===== config.mk =====
export PLATFORM = sky130hd
export DESIGN_NAME = nexys_starship_monster_bank
export DESIGN_NICKNAME = d
export VERILOG_FILES = /design/src/rtl/nexys_starship_monster_bank.sv
export SDC_FILE = /design/constraint.sdc
export NUM_CORES = 1
export LEC_CHECK = 0
export BUFFER_PORTS_ARGS = -buffer_cell sky130_fd_sc_hd__buf_2
export CAP_MARGIN = 40
export CORE_MARGIN = 5
export CORE_UTILIZATION = 40
export DETAILED_ROUTE_END_ITERATION = 7
export PLACE_DENSITY = 0.58
export SLEW_MARGIN = 20
export SYNTH_ARGS = -nofsm -noshare
export SYNTH_HDL_FRONTEND = slang
export SYNTH_SLANG_ARGS = --single-unit

===== constraint.sdc =====
create_clock -name Clk -period 4.83 [get_ports Clk]
set_input_delay 0.966 -clock Clk [delete_from_list [all_inputs] [get_ports Clk]]
set_output_delay 0.966 -clock Clk [all_outputs]
set_load 0.01 [all_outputs]

===== src/rtl/nexys_starship_monster_bank.sv =====
// Multi-terminal monster manager: per-terminal spawn/timeout tracking, spawn cap,
// and a global INIT/PLAY/OVER state machine, all advanced by a one-cycle timer_tick.
module nexys_starship_monster_bank #(
  parameter int NUM_TERM    = 4,
  parameter int TIMER_W     = 8,
  parameter int TIMEOUT     = 12,
  parameter int SPAWN_DELAY = 1,
  parameter int MAX_ACTIVE  = NUM_TERM
) (
  input  logic                Clk,
  input  logic                Reset,
  input  logic                timer_tick,
  input  logic                play_flag,
  input  logic [NUM_TERM-1:0] random,
  input  logic [NUM_TERM-1:0] kill,
  output logic [NUM_TERM-1:0] monster,
  output logic                gameover,
  output logic [2:0]          expired_idx,
  output logic [3:0]          active_count,
  output logic                q_Init,
  output logic                q_Play,
  output logic                q_Over
);

  // One-hot encoding lets the q_* outputs come straight from the state flops.
  typedef enum logic [2:0] {
    S_INIT = 3'b001,
    S_PLAY = 3'b010,
    S_OVER = 3'b100
  } state_t;

  localparam logic [TIMER_W-1:0] TIMER_LAST = TIMER_W'(TIMEOUT - 1);
  localparam logic [TIMER_W-1:0] DELAY_MAX  = TIMER_W'(SPAWN_DELAY);
  localparam logic [3:0]         CAP        = 4'(MAX_ACTIVE);

  state_t               state_q, state_d;
  logic [NUM_TERM-1:0]  monster_d;
  logic [TIMER_W-1:0]   timer_q [NUM_TERM];
  logic [TIMER_W-1:0]   timer_d [NUM_TERM];
  logic [TIMER_W-1:0]   delay_q [NUM_TERM];
  logic [TIMER_W-1:0]   delay_d [NUM_TERM];
  logic [2:0]           idx_d;
  logic [3:0]           count_d;
  logic [NUM_TERM-1:0]  arm, expire, cand, grant;

  // Per-terminal status and the ascending-priority spawn grant under the cap.
  always_comb begin
    logic [3:0] used;
    arm    = '0;
    expire = '0;
    cand   = '0;
    grant  = '0;
    // NOTE: 'used' is a running total inside one combinational pass, so it is
    // assigned with '=' and each iteration sees the previous grants.
    used   = active_count;
    for (int i = 0; i < NUM_TERM; i++) begin
      arm[i]    = (delay_q[i] >= DELAY_MAX);
      expire[i] = monster[i] & timer_tick & (timer_q[i] == TIMER_LAST) & ~kill[i];
      cand[i]   = ~monster[i] & arm[i] & random[i] & ~kill[i];
      if (cand[i] && (used < CAP)) begin
        grant[i] = 1'b1;
        used     = used + 4'd1;
      end
    end
  end

  always_comb begin
    // NOTE: every output of this block gets a hold value first, so no path
    // through the case below can infer a latch.
    state_d   = state_q;
    monster_d = monster;
    timer_d   = timer_q;
    delay_d   = delay_q;
    idx_d     = expired_idx;
    count_d   = '0;

    unique case (state_q)
      S_INIT: begin
        if (play_flag) state_d = S_PLAY;
      end
      S_PLAY: begin
        if (!play_flag) begin
          state_d   = S_INIT;
          monster_d = '0;
          for (int i = 0; i < NUM_TERM; i++) begin
            timer_d[i] = '0;
            delay_d[i] = '0;
          end
        end else if (|expire) begin
          // Terminals are frozen on the expiry edge; only the culprit is recorded.
          state_d = S_OVER;
          for (int i = NUM_TERM - 1; i >= 0; i--)
            if (expire[i]) idx_d = 3'(i);
        end else begin
          for (int i = 0; i < NUM_TERM; i++) begin
            if (monster[i]) begin
              if (kill[i]) begin
                monster_d[i] = 1'b0;
                timer_d[i]   = '0;
                delay_d[i]   = '0;
              end else if (timer_tick) begin
                timer_d[i] = timer_q[i] + TIMER_W'(1);
              end
            end else if (grant[i]) begin
              monster_d[i] = 1'b1;
              timer_d[i]   = '0;
              delay_d[i]   = '0;
            end else if (timer_tick && !arm[i]) begin
              delay_d[i] = delay_q[i] + TIMER_W'(1);
            end
          end
        end
      end
      S_OVER: begin
        if (!play_flag) begin
          state_d   = S_INIT;
          monster_d = '0;
          for (int i = 0; i < NUM_TERM; i++) begin
            timer_d[i] = '0;
            delay_d[i] = '0;
          end
        end
      end
      default: state_d = S_INIT;
    endcase

    for (int i = 0; i < NUM_TERM; i++)
      count_d = count_d + 4'(monster_d[i]);
  end

  // NOTE: reset is synchronous, so it lives inside the clocked branch and the
  // small counter arrays are cleared explicitly alongside the other state.
  always_ff @(posedge Clk) begin
    if (Reset) begin
      state_q      <= S_INIT;
      monster      <= '0;
      expired_idx  <= '0;
      active_count <= '0;
      for (int i = 0; i < NUM_TERM; i++) begin
        timer_q[i] <= '0;
        delay_q[i] <= '0;
      end
    end else begin
      state_q      <= state_d;
      monster      <= monster_d;
      expired_idx  <= idx_d;
      active_count <= count_d;
      for (int i = 0; i < NUM_TERM; i++) begin
        timer_q[i] <= timer_d[i];
        delay_q[i] <= delay_d[i];
      end
    end
  end

  assign gameover = (state_q == S_OVER);
  assign q_Init   = state_q[0];
  assign q_Play   = state_q[1];
  assign q_Over   = state_q[2];

endmodule


Word level (Yosys, flattened, before mapping)
Index checks and enable logic that the tools add are counted.
{ "classes": {"n_lt_le_gt_ge": 8, "bitwise_logic": 32, "add_sub_neg": 14, "n_reduce_logical": 25, "n_eq_ne": 27, "mux": 71} }
{ "ops": {"columns": ["op", "n"], "rows": [
  ["$mux W8", 32],
  ["$mux W32", 5],
  ["$pmux W32 S2", 2],
  ["$add A8 B1 Y8 const B", 8],
  ["$ne A5 B5 Y1 const B", 8],
  ["$reduce_and A5 Y1", 8],
  ["$eq A8 B4 Y1 const B", 4],
  ["$ge A8 B1 Y1 const B", 4],
  ["$ne A4 B4 Y1 const B", 8],
  ["$and A1 B1 Y1", 24],
  ["$mux W3", 8],
  ["$mux W4", 6],
  ["$lt A4 B3 Y1 const B", 4],
  ["$mux W1", 16],
  ["$add A4 B1 Y4 const B", 3],
  ["$pmux W3 S3", 1],
  ["$logic_and A1 B1 Y1", 8],
  ["$not A1 Y1", 8],
  ["$pmux W4 S2", 1],
  ["$ne A3 B3 Y1 const B", 2],
  ["$add A3 B1 Y4", 1],
  ["$logic_not A1 Y1", 4],
  ["$ne A2 B2 Y1 const B", 2],
  ["$reduce_and A4 Y1", 1],
  ["other kinds (9)", 9]
]} }
{ "word_totals": {"ff_bits": 78, "inputBits": 12, "output_inout_bits": 15} }

Longest topological paths before layout
{ "logic_depth": {"word_depth": 23, "depth_mapped": 16, "mapped_depth_nobuf": 16} }

Worst setup path before layout
Ideal clock, no wire load.
{ "synth_path": {"kind": "input port to flip-flop", "start": "in kill[0]", "end": "reg active_count[1]", "setup_time_ns": 0.128, "cell_stages": 13, "slack_ns": 0.809, "arrival_time_ns": 3.893, "path_cell_list": "or4b_4 > a21o_1 > xnor2_1 > ha_1 > and3_1 > a311o_1 > nand3_1 > nand3_1 > nand2_1 > fa_1 > ha_1 > ha_1 > nor2b_1"} }
{ "synth_via": {"elab_chain_cells": 19} }
{ "synth_lines": {"columns": ["element", "line", "source"], "rows": [
  ["start: declaration", "15", "input logic [NUM_TERM-1:0] kill,"],
  ["$not A1 Y1 (*)", "58, 59", null],
  ["$and A1 B1 Y1", "59", "cand[i] = ~monster[i] & arm[i] & random[i] & ~kill[i];"],
  ["$logic_and A1 B1 Y1", "60", "if (cand[i] && (used < CAP)) begin"],
  ["$mux W4", "60", null],
  ["$lt A4 B3 Y1", "60", null],
  ["$logic_and A1 B1 Y1", "60", null],
  ["$mux W4", "60", null],
  ["$lt A4 B3 Y1", "60", null],
  ["[... 5 more ...]", null, null],
  ["$mux W1", "104", "end else if (grant[i]) begin"],
  ["$mux W1", "96", "if (monster[i]) begin"],
  ["$mux W4 (*)", "89", "end else if (|expire) begin"],
  ["$mux W4 (*)", "82", "if (!play_flag) begin"],
  ["$pmux W4 S2 (*)", "77", "unique case (state_q)"],
  ["net monster_d[3]", "37", "logic [NUM_TERM-1:0] monster_d;"],
  ["$add A3 B1 Y4 (*)", "128", "count_d = count_d + 4'(monster_d[i]);"],
  ["net count_d[1]", "43", "logic [3:0] count_d;"],
  ["end signal: assignment", "147", "active_count <= count_d;"],
  ["end: declaration", "19", "output logic [3:0] active_count,"]
]} }
Mark *: on every way through the listed nets, which the timed path passes. The rest lies on a longest branch.
A chain may end at the register's enable or synchronous reset.

Final worst setup path
Ends and elaborated chain as after synthesis.

==> impl.org <==
** Outcome
- Run status :: finished clean

** Detailed routing
- Count of unresolved DRC violations after routing :: 0
- The final route contains 3530 vias.
- Final wirelength :: 9834 um
- Pre-Repair DR Iteration Count :: 5
- Routed vias/inst :: about 5.6
- Iteration-0 DRC count of the detailed router :: 246
- Dividing the detail-routed wire length by the instance count gives between 15 and 20 um.
- In this run the remaining antenna-violating nets after routing total 0.

** Pwr
- Power density relative to cell area :: 245.8 nW/um^2
- Summed over all cells, the static leakage comes to 1.739 nW.
- Maximum VDD drop :: 143.8 uV

** Layout
- Growth of design area from synthesis to finish :: 9.192%
- In the final layout, the share of cells above drive strength 1 is 13.62%.
- Leaving out fill and tap cells, the most frequent cell in the layout is sky130_fd_sc_hd__dfxtp_1.
- Fin nets :: 520
- In the layout the commonest cells are 76 x sky130_fd_sc_hd__dfxtp_1, 45 x sky130_fd_sc_hd__nor2_1, 31 x sky130_fd_sc_hd__nand2_1.
- Count of antenna diodes in the layout :: 0

** Setup path
- The critical path is of the in -> reg type.
- Reg-to-reg setup timing slack :: 1050 ps
- The worst setup path is captured at a flop.
- FF-to-FF Start :: delay_q[25]
- Number of cells traversed by the worst register-to-register path :: 15
- Worst EP required :: 5050 ps
- Kind of start point of the critical path :: input port
- At the worst endpoint, the arrival time is 4240 ps.
- Tracing the worst setup path back leads to its startpoint at kill[0].
- In this run the critical register-to-register path is captured at active_count[1].
- Along the worst path, the maximum fanout reaches 5.

** Hold path
- Launch point of the worst hold path :: delay_q[4]
- Along the worst hold path, the cell count comes to 1.
- Hold crit path type :: reg -> reg
- Worst-case hold path end point :: delay_q[4]

** Synth
- Post-synthesis register bit count :: 76
- For this run, asynchronously set or reset flops after synthesis account for 0%.
- Synthesis handed over a netlist of 466 instances.
- Dividing the synthesized area by the synthesized cell count gives roughly 8.9 um^2.
- Sequential share of the synthesized area :: 36.65%
- Main flop type after synthesis :: sky130_fd_sc_hd__dfxtp_1
- The synthesized design contains 0 enable-type register cells.
- During synthesis, Yosys emitted a total of 0 warnings.
- The mapped netlist covers between 4000 and 5000 um^2.
- The synthesized netlist contains 80 unique library cells.

** Clock tree
- TritonCTS built the clock tree.
- Number of hold-repair buffers added at the cts stage :: 0
- After clock tree synthesis, the repair step resized 0 gates.
- The cell sitting at the root of the clock tree is a sky130_fd_sc_hd__clkbuf_8.
- Clock transition at the registers of the reported paths :: 90 ps
- The longest clock path from root to sink contains 2 buffers.
- Once the clock tree was built, the setup fixing pass inserted 0 buffers.
- For the worst-skew pair, the clock arrives at the later sink with an insertion delay of 350 ps.
- CTS HTree Levels :: 3
- Clock tree synthesis inserted a total of 9 buffers.
- Sinks on Clock Net :: 76

** Floorplanning
- The die covers approximately 13000 um^2.
- For this design the top-level I/O count stands at 27.
- The core region is 10230 um^2.
- Die span in y :: between 100 and 150 um
- The initial utilization of the core area, before any placement, comes to 40.58%.
- Die Wd :: 111.9 um
- # rows :: 37

** STA
- Worst-margin pin slew :: 814.3 ps
- The count of final hold-check violations is 0.
- Clock period minus final worst setup slack :: between 4000 and 5000 ps
- Setup repair after global routing left no endpoint under its margin.
- Derived from the worst setup path, the maximum achievable clock frequency is between 0.2 and 0.25 GHz.
- Total of endpoints with negative setup slack in the final report :: 0
- Layout Skew :: 14.61 ps
- The worst pin sits at a relative slew slack of between 40% and 50%.
- Total negative slack :: 0 ps
- Final Cycle Share :: a little over four fifths
- The number of max-slew violations in the final report came to 0.
- Worst-case setup margin in the final layout :: ~810 ps
- The tightest hold path in the finished design has a slack of approximately 460 ps.

** Global routing
- Vias in the first global route :: 3242
- The first global-routing pass estimated 16410 um of wire.
- Entering global routing, the biggest net connects 37 pins.
- Grt ovf :: 0
- In the global route stage, overall resource usage came out at between 15 and 20%.
- The number of antenna violations at the first check in global routing was 0.

** Placed design
- Placer's final routability congestion estimate :: 0.8184
- Worst Setup Slack post-DPL :: ~460 ps
- During placement, the flow inserted port buffers numbering 24.
- Once detailed placement completed, the half-perimeter wirelength came to between 7000 and 8000 um.

** Flow run
- Max Cap Violations :: 0
## power breakdown
group	internal (mW)	leakage, nW	switching [mW]
Clock	0.185	0.0783	0.236
Combinational	0.0208	1.05	0.0403
Sequential	0.628	0.612	0.00375
## synth_stat cells, types with 2 or more instances
| master | number | share of area [%] |
|---|---|---|
| sky130_fd_sc_hd__buf_4 | 3 | 0.54 |
| sky130_fd_sc_hd__or4_1 | 6 | 1.1 |
| sky130_fd_sc_hd__a311o_1 | 2 | 0.48 |
| sky130_fd_sc_hd__nor4bb_1 | 3 | 0.72 |
| sky130_fd_sc_hd__and3_2 | 2 | 0.36 |
| sky130_fd_sc_hd__or4b_4 | 2 | 0.66 |
| sky130_fd_sc_hd__a32o_1 | 3 | 0.72 |
| sky130_fd_sc_hd__nand3b_1 | 2 | 0.36 |
| sky130_fd_sc_hd__nor4_1 | 10 | 1.5 |
| sky130_fd_sc_hd__and2_0 | 2 | 0.30 |
| sky130_fd_sc_hd__a21oi_1 | 28 | 3.4 |
| sky130_fd_sc_hd__inv_1 | 15 | 1.4 |
| sky130_fd_sc_hd__nor3_1 | 7 | 0.84 |
| sky130_fd_sc_hd__buf_6 | 2 | 0.54 |
| sky130_fd_sc_hd__nand4_1 | 5 | 0.75 |
| sky130_fd_sc_hd__o21ai_0 | 16 | 1.9 |
| sky130_fd_sc_hd__or4b_1 | 2 | 0.48 |
| sky130_fd_sc_hd__nand3_1 | 20 | 2.4 |
| sky130_fd_sc_hd__xor2_1 | 5 | 1.1 |
| sky130_fd_sc_hd__a41oi_1 | 3 | 0.63 |
| sky130_fd_sc_hd__and4_1 | 3 | 0.63 |
| sky130_fd_sc_hd__nor3b_1 | 5 | 0.90 |
| sky130_fd_sc_hd__and3_1 | 13 | 2.0 |
| sky130_fd_sc_hd__nor2b_1 | 12 | 1.8 |
| sky130_fd_sc_hd__a31oi_1 | 9 | 1.4 |
| sky130_fd_sc_hd__or4_4 | 2 | 0.54 |
| sky130_fd_sc_hd__nand2b_1 | 11 | 1.7 |
| sky130_fd_sc_hd__xnor2_1 | 12 | 2.5 |
| sky130_fd_sc_hd__a41o_1 | 2 | 0.48 |
| sky130_fd_sc_hd__buf_2 | 2 | 0.24 |
| sky130_fd_sc_hd__nor3_2 | 2 | 0.48 |
| sky130_fd_sc_hd__nand2_1 | 31 | 2.8 |
| sky130_fd_sc_hd__a21o_1 | 4 | 0.72 |
| sky130_fd_sc_hd__and2_1 | 13 | 2.0 |
| sky130_fd_sc_hd__mux2i_1 | 5 | 1.2 |
| sky130_fd_sc_hd__or3_1 | 5 | 0.75 |
| sky130_fd_sc_hd__mux2_2 | 2 | 0.54 |
| sky130_fd_sc_hd__dfxtp_1 | 76 | 37 |
| sky130_fd_sc_hd__ha_1 | 20 | 6.0 |
| sky130_fd_sc_hd__o2111ai_1 | 2 | 0.42 |
| sky130_fd_sc_hd__nor2_1 | 45 | 4.1 |
| sky130_fd_sc_hd__clkbuf_1 | 8 | 0.72 |
| sky130_fd_sc_hd__nor4b_1 | 7 | 1.5 |
## through the flow
| step | area (um^2) | total power [mW] | instances | utilization, % |
|---|---|---|---|---|
| after floorplan | 4155 | 0.6890 | 467 | - |
| after global placement | 4364 | 0.7065 | 612 | 42.66 |
| after detailed placement | 4364 | 0.7072 | 612 | 42.66 |
| after CTS | 4533 | 1.135 | 628 | 44.31 |
| after global routing | 4533 | 1.169 | 628 | 44.31 |
| final | 4533 | 1.114 | 628 | 44.31 |
## worst max-delay path by stage
stage | endpoint | cells after the start | slack (ps)
final | active_count[1] | 14 | 810
after CTS | active_count[1] | 14 | 840
after global routing | active_count[1] | 14 | 710
after global placement | active_count[1] | 14 | 530
after detailed placement | active_count[1] | 14 | 460
after floorplan | active_count[1] | 13 | 810
## critical path, cell delays in order
cell	delay [ps]
sky130_fd_sc_hd__buf_2	120
sky130_fd_sc_hd__or4b_4	560
sky130_fd_sc_hd__a21o_1	240
sky130_fd_sc_hd__xnor2_1	150
sky130_fd_sc_hd__ha_1	310
sky130_fd_sc_hd__and3_1	150
sky130_fd_sc_hd__a311o_1	350
sky130_fd_sc_hd__nand3_1	130
sky130_fd_sc_hd__nand3_1	110
sky130_fd_sc_hd__nand2_1	120
sky130_fd_sc_hd__fa_1	440
sky130_fd_sc_hd__ha_1	200
sky130_fd_sc_hd__ha_1	260
sky130_fd_sc_hd__nor2b_1	130
## cell families (layout without fill, tap and decap cells)
family	Yosys count	after routing	synth area share [%]
other	1	2	0.09033
AO/OA/AOI/OAI	88	88	15.19
AND/OR/NAND/NOR	223	223	32.37
flip-flops	76	76	36.65
adder cells (fa/ha/maj)	21	21	6.510
multiplexers	8	8	2.019
buffers and inverters	32	57	3.586
XOR/XNOR	17	17	3.586
## area by class of cell
cell class / count / area [um^2]
Inverter: 16 / 60.06
Sequential cell: 76 / 1521
Multi-Input combinational cell: 359 / 2485
Tap cell: 136 / 170.2
Timing Repair Buffer: 25 / 127.6
Fill cell: 1000 / 5698
Clock inverter: 6 / 41.29
Clock buffer: 10 / 127.6
## registers in the layout (all words and copies together) (netlist names)
| signal | count |
|---|---|
| monster | 4 |
| delay_q | 32 |
| expired_idx | 2 |
| state_q | 3 |
| timer_q | 32 |
| active_count | 3 |
## routing by layer
layer	track usage (%)	wire length [um]	share of wire, %	up-vias
li1	-	-	-	1739
met1	22.20	4878	50	1679
met2	24.22	4356	44	97
met3	3.804	418	4.3	15
met4	5.596	181	1.8	0
met5	0	0	0	-
Note: power is estimated with default switching activity, not from simulation.
